### config.mk
export PLATFORM = sky130hd
export DESIGN_NAME = kfps2kb_keycode_fifo
export DESIGN_NICKNAME = d
export VERILOG_FILES = /design/src/rtl/kfps2kb_pkg.sv /design/src/rtl/kfps2kb_fifo_core.sv /design/src/rtl/kfps2kb_keycode_fifo.sv
export SDC_FILE = /design/constraint.sdc
export NUM_CORES = 1
export LEC_CHECK = 0
export ABC_AREA = 1
export ABC_CLOCK_PERIOD_IN_PS = 2170
export CORE_MARGIN = 10
export CORE_UTILIZATION = 53
export DETAILED_ROUTE_END_ITERATION = 8
export PLACE_DENSITY_LB_ADDON = 0.12
export SYNTH_ARGS = -nofsm -noshare
export SYNTH_HDL_FRONTEND = slang
export SYNTH_SLANG_ARGS = --single-unit
export TNS_END_PERCENT = 100
### constraint.sdc
create_clock -name clock -period 2.17 [get_ports clock]
set_clock_uncertainty 0.05 [all_clocks]
set_input_delay 0.3255 -clock clock [delete_from_list [all_inputs] [get_ports clock]]
set_output_delay 0.3255 -clock clock [all_outputs]
set_load 0.1 [all_outputs]
### src/rtl/kfps2kb_pkg.sv
`default_nettype none
// ============================================================================
// Module   : kfps2kb_pkg
// Brief    : Shared types and constants for the PS/2-to-XT keyboard path.
// Revision : 1.0 - initial release
// ============================================================================
package kfps2kb_pkg;

  localparam int KEYCODE_WIDTH = 8;

  typedef logic [KEYCODE_WIDTH-1:0] keycode_t;

  // Byte an XT keyboard sends when its internal buffer overruns.
  localparam keycode_t OVERRUN_CODE = 8'hFF;

endpackage : kfps2kb_pkg
`default_nettype wire

### src/rtl/kfps2kb_fifo_core.sv
`default_nettype none
// ============================================================================
// Module   : kfps2kb_fifo_core
// Brief    : Circular byte buffer with push/pop/flush, level and full/empty,
//            plus an in-place overwrite of the newest stored entry.
// Revision : 1.0 - initial release
// ============================================================================
module kfps2kb_fifo_core
  import kfps2kb_pkg::*;
#(
  parameter int DEPTH_LOG2 = 3
) (
  input  logic                  clock,
  input  logic                  reset,          // async, active low
  input  logic                  push,
  input  logic                  pop,
  input  logic                  flush,
  input  logic                  overwrite_last, // rewrite entry at wr_ptr-1
  input  keycode_t              wdata,
  output keycode_t              rdata,
  output logic [DEPTH_LOG2:0]   level,
  output logic                  full,
  output logic                  empty
);

  localparam int                  DEPTH     = 2**DEPTH_LOG2;
  localparam logic [DEPTH_LOG2:0] C_DEPTH   = (DEPTH_LOG2+1)'(DEPTH);
  localparam logic [DEPTH_LOG2-1:0] C_PTR_ONE = 1;
  localparam logic [DEPTH_LOG2:0]   C_LVL_ONE = 1;

  keycode_t                mem_q [DEPTH];
  keycode_t                mem_d [DEPTH];
  logic [DEPTH_LOG2-1:0]   wr_ptr_q, wr_ptr_d;
  logic [DEPTH_LOG2-1:0]   rd_ptr_q, rd_ptr_d;
  logic [DEPTH_LOG2:0]     level_q,  level_d;
  logic                    w_do_push;
  logic                    w_do_pop;

  assign empty = (level_q == '0);
  assign full  = (level_q == C_DEPTH);
  assign level = level_q;
  assign rdata = mem_q[rd_ptr_q];

  // Next-state: pop ignored when empty; push accepted when not full or when a
  // pop frees a slot in the same cycle. Flush overrides everything.
  always_comb begin
    w_do_pop  = pop && !empty;
    w_do_push = push && (!full || w_do_pop);
    mem_d     = mem_q;
    wr_ptr_d  = wr_ptr_q;
    rd_ptr_d  = rd_ptr_q;
    level_d   = level_q;
    if (flush) begin
      wr_ptr_d = '0;
      rd_ptr_d = '0;
      level_d  = '0;
    end else begin
      if (w_do_push) begin
        mem_d[wr_ptr_q] = wdata;
        wr_ptr_d        = wr_ptr_q + C_PTR_ONE;
      end else if (overwrite_last && !empty) begin
        mem_d[wr_ptr_q - C_PTR_ONE] = wdata;
      end
      if (w_do_pop) begin
        rd_ptr_d = rd_ptr_q + C_PTR_ONE;
      end
      if (w_do_push && !w_do_pop) begin
        level_d = level_q + C_LVL_ONE;
      end else if (w_do_pop && !w_do_push) begin
        level_d = level_q - C_LVL_ONE;
      end
    end
  end

  // Pointer/level state, cleared asynchronously.
  always_ff @(posedge clock or negedge reset) begin
    if (!reset) begin
      wr_ptr_q <= '0;
      rd_ptr_q <= '0;
      level_q  <= '0;
    end else begin
      wr_ptr_q <= wr_ptr_d;
      rd_ptr_q <= rd_ptr_d;
      level_q  <= level_d;
    end
  end

  // Storage array; contents are meaningless while level is zero, so no reset.
  always_ff @(posedge clock) begin
    mem_q <= mem_d;
  end

endmodule : kfps2kb_fifo_core
`default_nettype wire

### src/rtl/kfps2kb_keycode_fifo.sv
`default_nettype none
// ============================================================================
// Module   : kfps2kb_keycode_fifo
// Brief    : Scancode FIFO between the PS/2 receiver and the XT port. Qualifies
//            receiver strobes, injects overrun markers, tracks overflow and a
//            saturating error count, and drives the level IRQ.
// Revision : 1.0 - initial release
// ============================================================================
module kfps2kb_keycode_fifo
  import kfps2kb_pkg::*;
#(
  parameter int DEPTH_LOG2   = 3,
  parameter int ERROR_MARKER = 1
) (
  input  logic                  clock,
  input  logic                  reset,           // async, active low
  input  keycode_t              keycode_in,
  input  logic                  received_flag,
  input  logic                  error_flag,
  input  logic                  keyboard_enable,
  input  logic                  clear_keycode,
  input  logic                  flush,
  output keycode_t              keycode,
  output logic                  irq,
  output logic [DEPTH_LOG2:0]   level,
  output logic                  overflow,
  output logic [7:0]            error_count
);

  localparam logic C_MARKER = (ERROR_MARKER != 0);

  logic                 w_err_push;
  logic                 w_rcv_push;
  logic                 w_push;
  logic                 w_drop;
  logic                 w_overwrite;
  keycode_t             w_wdata;
  keycode_t             w_rdata;
  logic [DEPTH_LOG2:0]  w_level;
  logic                 w_full;
  logic                 w_empty;
  logic                 overflow_q, overflow_d;
  logic [7:0]           error_count_q, error_count_d;

  // Error strobe beats a simultaneous received strobe; with markers disabled
  // such a cycle pushes nothing.
  assign w_err_push  = keyboard_enable && error_flag && C_MARKER;
  assign w_rcv_push  = keyboard_enable && received_flag && !error_flag;
  assign w_push      = w_err_push || w_rcv_push;
  // A full FIFO is never empty, so a concurrent clear always frees a slot.
  assign w_drop      = w_push && w_full && !clear_keycode;
  assign w_overwrite = w_drop && C_MARKER;
  assign w_wdata     = (w_err_push || w_overwrite) ? OVERRUN_CODE : keycode_in;

  kfps2kb_fifo_core #(
    .DEPTH_LOG2     (DEPTH_LOG2)
  ) u_core (
    .clock          (clock),
    .reset          (reset),
    .push           (w_push),
    .pop            (clear_keycode),
    .flush          (flush),
    .overwrite_last (w_overwrite),
    .wdata          (w_wdata),
    .rdata          (w_rdata),
    .level          (w_level),
    .full           (w_full),
    .empty          (w_empty)
  );

  // Sticky overflow and saturating error counter next-state.
  always_comb begin
    overflow_d    = overflow_q;
    error_count_d = error_count_q;
    if (flush) begin
      overflow_d    = 1'b0;
      error_count_d = '0;
    end else begin
      if (w_drop) begin
        overflow_d = 1'b1;
      end
      if (keyboard_enable && error_flag && (error_count_q != 8'hFF)) begin
        error_count_d = error_count_q + 8'd1;
      end
    end
  end

  // Status registers, cleared asynchronously.
  always_ff @(posedge clock or negedge reset) begin
    if (!reset) begin
      overflow_q    <= 1'b0;
      error_count_q <= '0;
    end else begin
      overflow_q    <= overflow_d;
      error_count_q <= error_count_d;
    end
  end

  assign irq         = !w_empty;
  assign keycode     = w_empty ? '0 : w_rdata;
  assign level       = w_level;
  assign overflow    = overflow_q;
  assign error_count = error_count_q;

endmodule : kfps2kb_keycode_fifo
`default_nettype wire

After elaboration in Yosys (flattened, before gate mapping)
Index checks and enable logic that the tools add are counted.

Magnitude comparators: 5. Equality and inequality tests: 2. Multiplexer cells: 24. Add/subtract/negate cells: 6. Reductions and logical operators: 30. Bitwise logic cells: 4.

Operators by type and width (count): bitwise mux 64 bit (2); two-way mux 64 bit (2); two-way mux 8 bit (8); demux 8 bit (select 3 bit) (2); binary-select mux 8 bit (select 3 bit) (1); logical AND 1 bit (13); >= comparator 4 bit (second input constant) (3); two-way mux 3 bit (4); two-way mux 4 bit (3); inverter 3 -> 4 bit (3); nonzero test 2 bit (5); adder 8 x 1 -> 8 bit (second input constant) (1); < comparator 4 x 1 -> 1 bit (second input constant) (2); != test 8 bit (second input constant) (1); adder 3 x 1 -> 3 bit (second input constant) (2); zero test 1 bit (6); adder 4 x 1 -> 4 bit (second input constant) (1); equality test 4 bit (second input constant) (1); zero test 4 bit (1); subtractor 4 x 1 -> 4 bit (second input constant) (1); logical OR 1 bit (3); nonzero test 3 bit (1); subtractor 3 x 1 -> 3 bit (second input constant) (1); two-way mux 1 bit (2); 2 further kinds (2).

Register bits: 83. Word-level logic and storage cells: 84. Input bits: 15. Output and inout port bits: 22.

Logic depth before layout (Yosys ltp)
Gate-level depths: netlist of the first run.

Depth after elaboration: 10. Mapped depth: 13. Depth with buffers taken out: 12.

Hierarchy
From an unflattened synthesis of the first run, not the netlist that was laid out.

Cell total of the unflattened synthesis: 495. Area total of the unflattened synthesis: 4429.2 um2.

Modules (own cells, without submodules): kfps2kb_fifo_core (area each 3737.3 um2, instances 1, cells an instance 385, seq. area each 2172.1 um2); kfps2kb_keycode_fifo (area each 691.9 um2, instances 1, cells an instance 110, seq. area each 225.2 um2).

Worst setup path after synthesis of the first run
Ideal clock, no wire load.

Kind: reg2out. From: register u_core.level_q[3] (netlist: u_core.level[3]). To: output port keycode[0]. Slack: -1.231 ns. Stages on the path, launching flop included: 6. Required time: 1.794 ns. Arrival time: 3.025 ns. Path buffers: 1. Cells stage by stage: dfrtp_1 nor2_1 nand2_1 buf_4 o21ai_0 nor2_1.

Word-level cells in the longest chain between the ends: 2.

RTL lines: start, declared (line kfps2kb_fifo_core.sv:35) `logic [DEPTH_LOG2:0] level_q, level_d;`; start signal, assigned (line kfps2kb_fifo_core.sv:84) `level_q <= level_d;`; zero test 4 bit (line kfps2kb_fifo_core.sv:39) `assign empty = (level_q == '0);`; two-way mux 8 bit (line kfps2kb_keycode_fifo.sv:100) `assign keycode = w_empty ? '0 : w_rdata;`; end, declared (line kfps2kb_keycode_fifo.sv:23) `output keycode_t keycode,`.

Every way passes these cells.

Worst setup path in the final report of the first run
From: register u_core.rd_ptr_q[0]. To: output port keycode[1].

Word-level cells in the longest chain between the ends: 5.

RTL lines: start, declared (line kfps2kb_fifo_core.sv:34) `logic [DEPTH_LOG2-1:0] rd_ptr_q, rd_ptr_d;`; start signal, assigned (line kfps2kb_fifo_core.sv:83) `rd_ptr_q <= rd_ptr_d;`; inverter 3 -> 4 bit (not written as such) (line kfps2kb_fifo_core.sv:42) `assign rdata = mem_q[rd_ptr_q];`; binary-select mux 8 bit (select 3 bit) (line kfps2kb_fifo_core.sv:42); two-way mux 8 bit (not written as such) (2 in a row) (line kfps2kb_fifo_core.sv:42); two-way mux 8 bit (line kfps2kb_keycode_fifo.sv:100).

Every way passes these cells. The select of a mux whose other input is x is not followed.

==> results of run 1 <==
==> state kept, by name, summed over array words and instances, names as in the netlist <==
name             flops
u_core.rd_ptr_q      3
u_core.mem_q        64
error_count          8
overflow             1
u_core.wr_ptr_q      3
u_core.level         4
==> per-stage QoR <==
| stage | hold WS [ns] | total power, µW |
|---|---|---|
| after global routing | 0.253 | 7320 |
| final | 0.249 | 7030 |
| after CTS | 0.244 | 6940 |
| after global placement | 0.464 | 5310 |
| after detailed placement | 0.464 | 5370 |
| after floorplan | -0.0201 | 4300 |
==> placed cells by master (no fill, tap or decap), types with 2 or more instances in the layout <==
cell and count:
nand3_1 18, buf_4 55, clkbuf_8 9, inv_1 60, nor2_4 17, nand2_2 2, a21oi_1 7, nand2_4 2
edfxtp_1 64, nor2_1 80, buf_12 11, buf_6 2, o21ai_0 24, clkdlybuf4s50_1 14, o21ai_2 12, clkinv_4 2
dfrtp_1 12, o21ai_1 20, nand2_8 3, nand4_1 3, o21ai_4 5, clkinv_2 8, mux2i_4 2, inv_2 8
o22ai_2 7, nor3_1 5, mux2i_2 5, dfrtp_4 4, ha_1 6, bufinv_16 4, dfrtp_2 3, nand4_4 3
nand2_1 86, a21oi_2 2, xnor2_1 2, nor2_2 6
==> worst max-delay path by stage <==
stage                                    from                         end  slack, ns  depth (start not counted)
2_1_floorplan  u_core.wr_ptr_q[0]$_DFFE_PN0P_   u_core.mem_q[0]$_DFFE_PP_      -0.05                         13
3_3_place_gp                    clear_keycode  u_core.mem_q[61]$_DFFE_PP_      -0.06                          8
3_5_place_dp                    clear_keycode  u_core.mem_q[61]$_DFFE_PP_      -0.06                          8
4_1_cts        u_core.rd_ptr_q[0]$_DFFE_PN0P_                  keycode[1]      -0.04                          8
5_1_grt        u_core.rd_ptr_q[0]$_DFFE_PN0P_                  keycode[0]      -0.09                          7
6_report       u_core.rd_ptr_q[0]$_DFFE_PN0P_                  keycode[1]      -0.05                          8
==> logic make-up after synthesis <==
| family | synth area share |
|---|---|
| mux | 0.0174 |
| compound gates | 0.110 |
| fa+ha+maj | 0.0206 |
| simple gates | 0.242 |
| buf+inv | 0.0854 |
| flops | 0.520 |
| xor+xnor | 0.00570 |
==> layer usage <==
| metal | global-route usage | routed length, µm |
|---|---|---|
| met5 | 0 | 0 |
| met4 | 0.0685 | 306 |
| met3 | 0.0322 | 667 |
| met2 | 0.306 | 5650 |
| met1 | 0.220 | 4700 |
==> power by group through the flow <==
stage          Clock (µW)  Combinational, µW  Sequential [µW]
6_report             1450               3590             1980
5_1_grt              1530               3790             2000
4_1_cts              1460               3500             1980
3_5_place_dp            0               3370             2000
3_3_place_gp            0               3310             2000
2_1_floorplan           0               2070             2230
==> layout make-up <==
class / count / area (µm²) / area share
Inverter: 77 / 302 / 0.0509
Clock inverter: 6 / 138 / 0.0232
Tap cell: 105 / 131 / 0.0222
Multi-Input combinational cell: 329 / 2010 / 0.340
Clock buffer: 10 / 128 / 0.0215
Timing Repair Buffer: 82 / 796 / 0.134
Sequential cell: 83 / 2420 / 0.408
==> repair_timing <==
item	in CTS	in global routing
pin swaps	5	3
resized for setup	37	16
setup buffers	1	2
gates cloned	0	0
endpoints found under the setup margin	8	17
==> impl_metrics.tcl, run 1 <==
set metrics [dict create \
    port_buffers 36 \
    intPower_uw 3970 \
    switchingPower_uw 3060 \
    gp_congestion 0.861 \
    p_leak_uw 0.00262 \
    worstSkewPairLatency_ns 0.35 \
    drive_gt1_frac 0.300 \
    synthArstFlopShare 0.229 \
    fp.dieH_um 113 \
    grt_pass1_wl_um 18400 \
    yosysWarnings 0 \
    row_count 33 \
    synth_cell_types 39 \
    post-dp-hpwl_um 8260 \
    fin_cells 692 \
    clkPwrFrac 0.207 \
    comb_power_share 0.511 \
    cts_hold_buf 0 \
    reg2reg_depth 10 \
    cts_tree "done" \
    synth_largest_area_cell "edfxtp_1" \
    synth_top_area_share 0.417 \
    finalSetupViolations 4 \
    start_kind "register" \
    cts_sinks 83 \
    syn_area_um2 4610 \
    cts.reportedPaths.clkPinSlew_ns 0.08 \
    synthTopCellsByCount "nor2_1, nand2_1, edfxtp_1, inv_1, o21ai_0" \
    synthToLayoutAreaGrowth_pct 28.4 \
    hold_viol 0 \
    yosysMostFrequentCell "nor2_1" \
    p_seq_frac 0.282 \
    final_util 0.710 \
    setup_tns_ns -0.0908 \
    drv_slew 0 \
    syn_nets 527 \
    grt_max_degree 35 \
    r2r_start "u_core.level[1]$_DFFE_PN0P_" \
    cts_inserted_buffers 9 \
    finalCritPeriodShare 1.02 \
    crit_path_max_incr_delay_ns 0.46 \
    diodes 0 \
    nNetsFinal 604 \
    final_area_um2 5920 \
    syn_area_per_cell_um2 9.13 \
    dpl.cell_count 673 \
    h-tree-depth 3 \
    cp_slowest_cell "dfrtp_2" \
    ios 37 \
    grt_pass1_vias 3585 \
    synthFlopType "edfxtp_1" \
    ant_nets 0 \
    grt.overflow.total 0 \
    power_density_nw_per_um2 1190 \
    cp.required_ns 1.79 \
    period_needed_ns 2.22 \
    antenna_found_initial 0 \
    criticalPathCategory "reg2out" \
    critical_path.cell_chain "buf_6, nor2_1, nor2_1, o21ai_1, o21ai_1, o21ai_2, nor2_4, buf_12" \
    dpl_worst_slack_ns -0.0642 \
    totalWireLength_um 11300 \
    drt-vias-per-instance 5.38 \
    end_kind "output pin" \
    reg2reg_to "u_core.level[3]$_DFFE_PN0P_" \
    swShare 0.435 \
    critPathBufInv 2 \
    die-area_um2 12800 \
    worstPathMaxFanout 16 \
    reg2reg_slack_ns 0.13 \
    grt_usage 0.180 \
    status "finished with violations" \
    dr_total_vias 3723 \
    synth-edff-count 64 \
    max-cap-violations 0 \
    tightest_slew_ns 0.390 \
    cp.arrival_ns 1.84 \
    start_util 0.553 \
    hold_path.class "in2async" \
    clock_path_buffers 2 \
    core_um2 8340 \
    syn_inst 505 \
    yosysSeqAreaShare 0.520 \
    yosys_register_bits 83 \
    violations "setup timing" \
    drc 0 \
    fillers 613 \
    vdd_ir_drop_max_v 0.000657 \
    slew_headroom 0.738 \
    max_freq_mhz 451 \
    critPathTopFamily "compound AO/OA/AOI/OAI gates" \
    cts_root_buf "clkbuf_8" \
    dieWidth_um 113 \
    worst_slack_ns -0.0482 \
    rsz0062_at_grt "true" \
    ys_top_cells_by_area "edfxtp_1, dfrtp_1, nor2_1" \
    first_pass_iters 5 \
    drtIter0Drc 295 \
    wire_per_inst_um 16.4 \
    post_dp_cell_area_um2 5490 \
]
No activity file was read; power rests on OpenSTA's default activity.
==> run 2, diff against run 1 <==
--- a/config.mk
+++ b/config.mk
@@ -6,9 +6,9 @@
 export NUM_CORES = 1
 export LEC_CHECK = 0
 export ABC_AREA = 1
-export ABC_CLOCK_PERIOD_IN_PS = 2170
+export ABC_CLOCK_PERIOD_IN_PS = 2300
 export CORE_MARGIN = 10
-export CORE_UTILIZATION = 53
+export CORE_UTILIZATION = 59
 export DETAILED_ROUTE_END_ITERATION = 8
 export PLACE_DENSITY_LB_ADDON = 0.12
 export SYNTH_ARGS = -nofsm -noshare
==> constraint.sdc (replaced) <==
create_clock -name clock -period 2.3 [get_ports clock]
set_clock_uncertainty 0.05 [all_clocks]
set_input_delay 0.345 -clock clock [delete_from_list [all_inputs] [get_ports clock]]
set_output_delay 0.345 -clock clock [all_outputs]
set_load 0.1 [all_outputs]
==> run 2 against run 1 <==
Net effect:
- the flow now finishes without violations
- register-to-register slack better by 0.02 ns
- via count down 0.81%
- worst setup slack better by 0.12 ns
- utilization up 2.8 points
- critical endpoint is now keycode[5]
- largest cell class unchanged
- largest power group unchanged
==> impl_metrics.tcl, run 2 (synthesized netlist as in run 1, its figures left out) <==
set metrics [dict create \
    cp.required_ns 1.90 \
    regMostFlops "u_core.mem_q" \
    totalWireLength_um 10400 \
    vdd_ir_drop_max_v 0.000466 \
    port_buffers 36 \
    status "complete, no violations" \
    worstPathMaxFanout 32 \
    fillers 523 \
    switchingPower_uw 2780 \
    grtUsageMet2 0.297 \
    nNetsFinal 591 \
    critical_path.cell_chain "buf_12, mux2i_1, o22ai_1, nor2_1, nor2_4, buf_12" \
    grt_pass1_vias 3457 \
    p_leak_uw 0.00251 \
    most-common-layout-cells "nand2_1, nor2_1, edfxtp_1" \
    grt_usage 0.185 \
    grt.busiest_layer "met2" \
    critPathBufInv 2 \
    finalCritPeriodShare 0.970 \
    drive_gt1_frac 0.242 \
    hold_viol 0 \
    cts.reportedPaths.clkPinSlew_ns 0.09 \
    reg2reg_to "u_core.level[3]$_DFFE_PN0P_" \
    start_kind "register" \
    gp_congestion 0.891 \
    drv_slew 0 \
    drt-vias-per-instance 5.46 \
    drtIter0Drc 344 \
    intPower_uw 3400 \
    antenna_found_initial 0 \
    dpl.cell_count 660 \
    die-area_um2 11800 \
    rsz0062_at_grt "true" \
    grt_max_degree 35 \
    swShare 0.450 \
    tightest_slew_ns 0.413 \
    post-dp-hpwl_um 7700 \
    dpl_worst_slack_ns -0.00591 \
    finalSetupViolations 0 \
    hold_path.class "in2async" \
    met1_usage 0.252 \
    post_cts_buffers 0 \
    cts_inserted_buffers 9 \
    largest_reg_flops 64 \
    cts_root_buf "clkbuf_8" \
    ant_nets 0 \
    clock_path_buffers 2 \
    start_util 0.603 \
    ios 37 \
    diodes 0 \
    critPathTopFamily "flip-flops" \
    drc 0 \
    fin_cells 676 \
    grt.overflow.total 0 \
    period_needed_ns 2.23 \
    p_seq_frac 0.300 \
    max-cap-violations 0 \
    h-tree-depth 3 \
    cp.arrival_ns 1.84 \
    comb_power_share 0.506 \
    grt_pass1_wl_um 17200 \
    fp.dieH_um 108 \
    row_count 32 \
    first_pass_iters 5 \
    cts_tree "done" \
    dr_total_vias 3693 \
    final_util 0.738 \
    power_density_nw_per_um2 1090 \
    worstSkewPairLatency_ns 0.35 \
    cpMostUsedCell "buf_12" \
    slew_headroom 0.725 \
    max_freq_mhz 448 \
    criticalPathCategory "reg2out" \
    clkPwrFrac 0.193 \
    hold_ws_ns 0.270 \
    crit_path_max_incr_delay_ns 0.43 \
    worst_slack_ns 0.0696 \
    cts_sinks 83 \
    synthToLayoutAreaGrowth_pct 22.4 \
    grt_util_met3 0.0291 \
    end_kind "output pin" \
    core_um2 7650 \
    reg2reg_slack_ns 0.15 \
    wire_per_inst_um 15.4 \
    layout_commonest_cell "nand2_1" \
    cp_slowest_cell "dfrtp_1" \
    r2r_start "u_core.level[0]$_DFFE_PN0P_" \
    dieWidth_um 108 \
    reg2reg_depth 10 \
]
-- run 2: worst max path at each step --
stage | startpoint | end | cells past startpoint
2_1_floorplan | u_core.level[0]$_DFFE_PN0P_ | keycode[0] | 5
3_3_place_gp | keyboard_enable | u_core.level[3]$_DFFE_PN0P_ | 10
3_5_place_dp | keyboard_enable | u_core.level[3]$_DFFE_PN0P_ | 10
4_1_cts | u_core.rd_ptr_q[0]$_DFFE_PN0P_ | keycode[5] | 7
5_1_grt | u_core.rd_ptr_q[0]$_DFFE_PN0P_ | keycode[5] | 6
6_report | u_core.rd_ptr_q[0]$_DFFE_PN0P_ | keycode[5] | 6
-- run 2: per-layer routing --
layer	vias up	wire length, µm
li1	1779	-
met3	13	875
met5	-	0
met4	0	123
met1	1727	4470
met2	174	4940
-- run 2: repair_timing --
item / CTS / global route
hold buffers: 0 / 0
resized for setup: 0 / 15
endpoints found under the setup margin: 0 / 32
-- run 2: layout make-up --
class	count	area [µm²]	area share
clock buffer	9	124	0.0219
inverter	77	299	0.0530
multi-input combinational	329	1890	0.335
timing repair buffer	69	689	0.122
clock inverter	7	104	0.0184
sequential	83	2410	0.427
tap	102	128	0.0226
-- run 2: power groups by stage --
stage | combinational [µW] | sequential, µW | clock [µW]
finish | 3130 | 1850 | 1190
global route | 3330 | 1870 | 1250
CTS | 3110 | 1850 | 1200
detailed placement | 3100 | 1880 | 0
global placement | 3040 | 1880 | 0
floorplan | 1930 | 2110 | 0
-- run 2: worst register-to-register path: stages (launching register included) --
cell     delay (ns)
dfrtp_4        0.51
nor2_4         0.21
nand2_1        0.13
nand2_2        0.14
nand3_2        0.11
ha_1           0.29
a21o_1         0.18
a21oi_1        0.17
nand3_1        0.11
nand3_1        0.10
nand2_1        0.06
-- run 2: metrics by stage --
step                total power, µW  cell area (µm²)   TNS, ns
floorplan                      4040             4690         0
global placement               4920             5400         0
detailed placement             4980             5400  -0.00591
CTS                            6160             5630         0
global route                   6450             5650         0
finish                         6180             5650         0
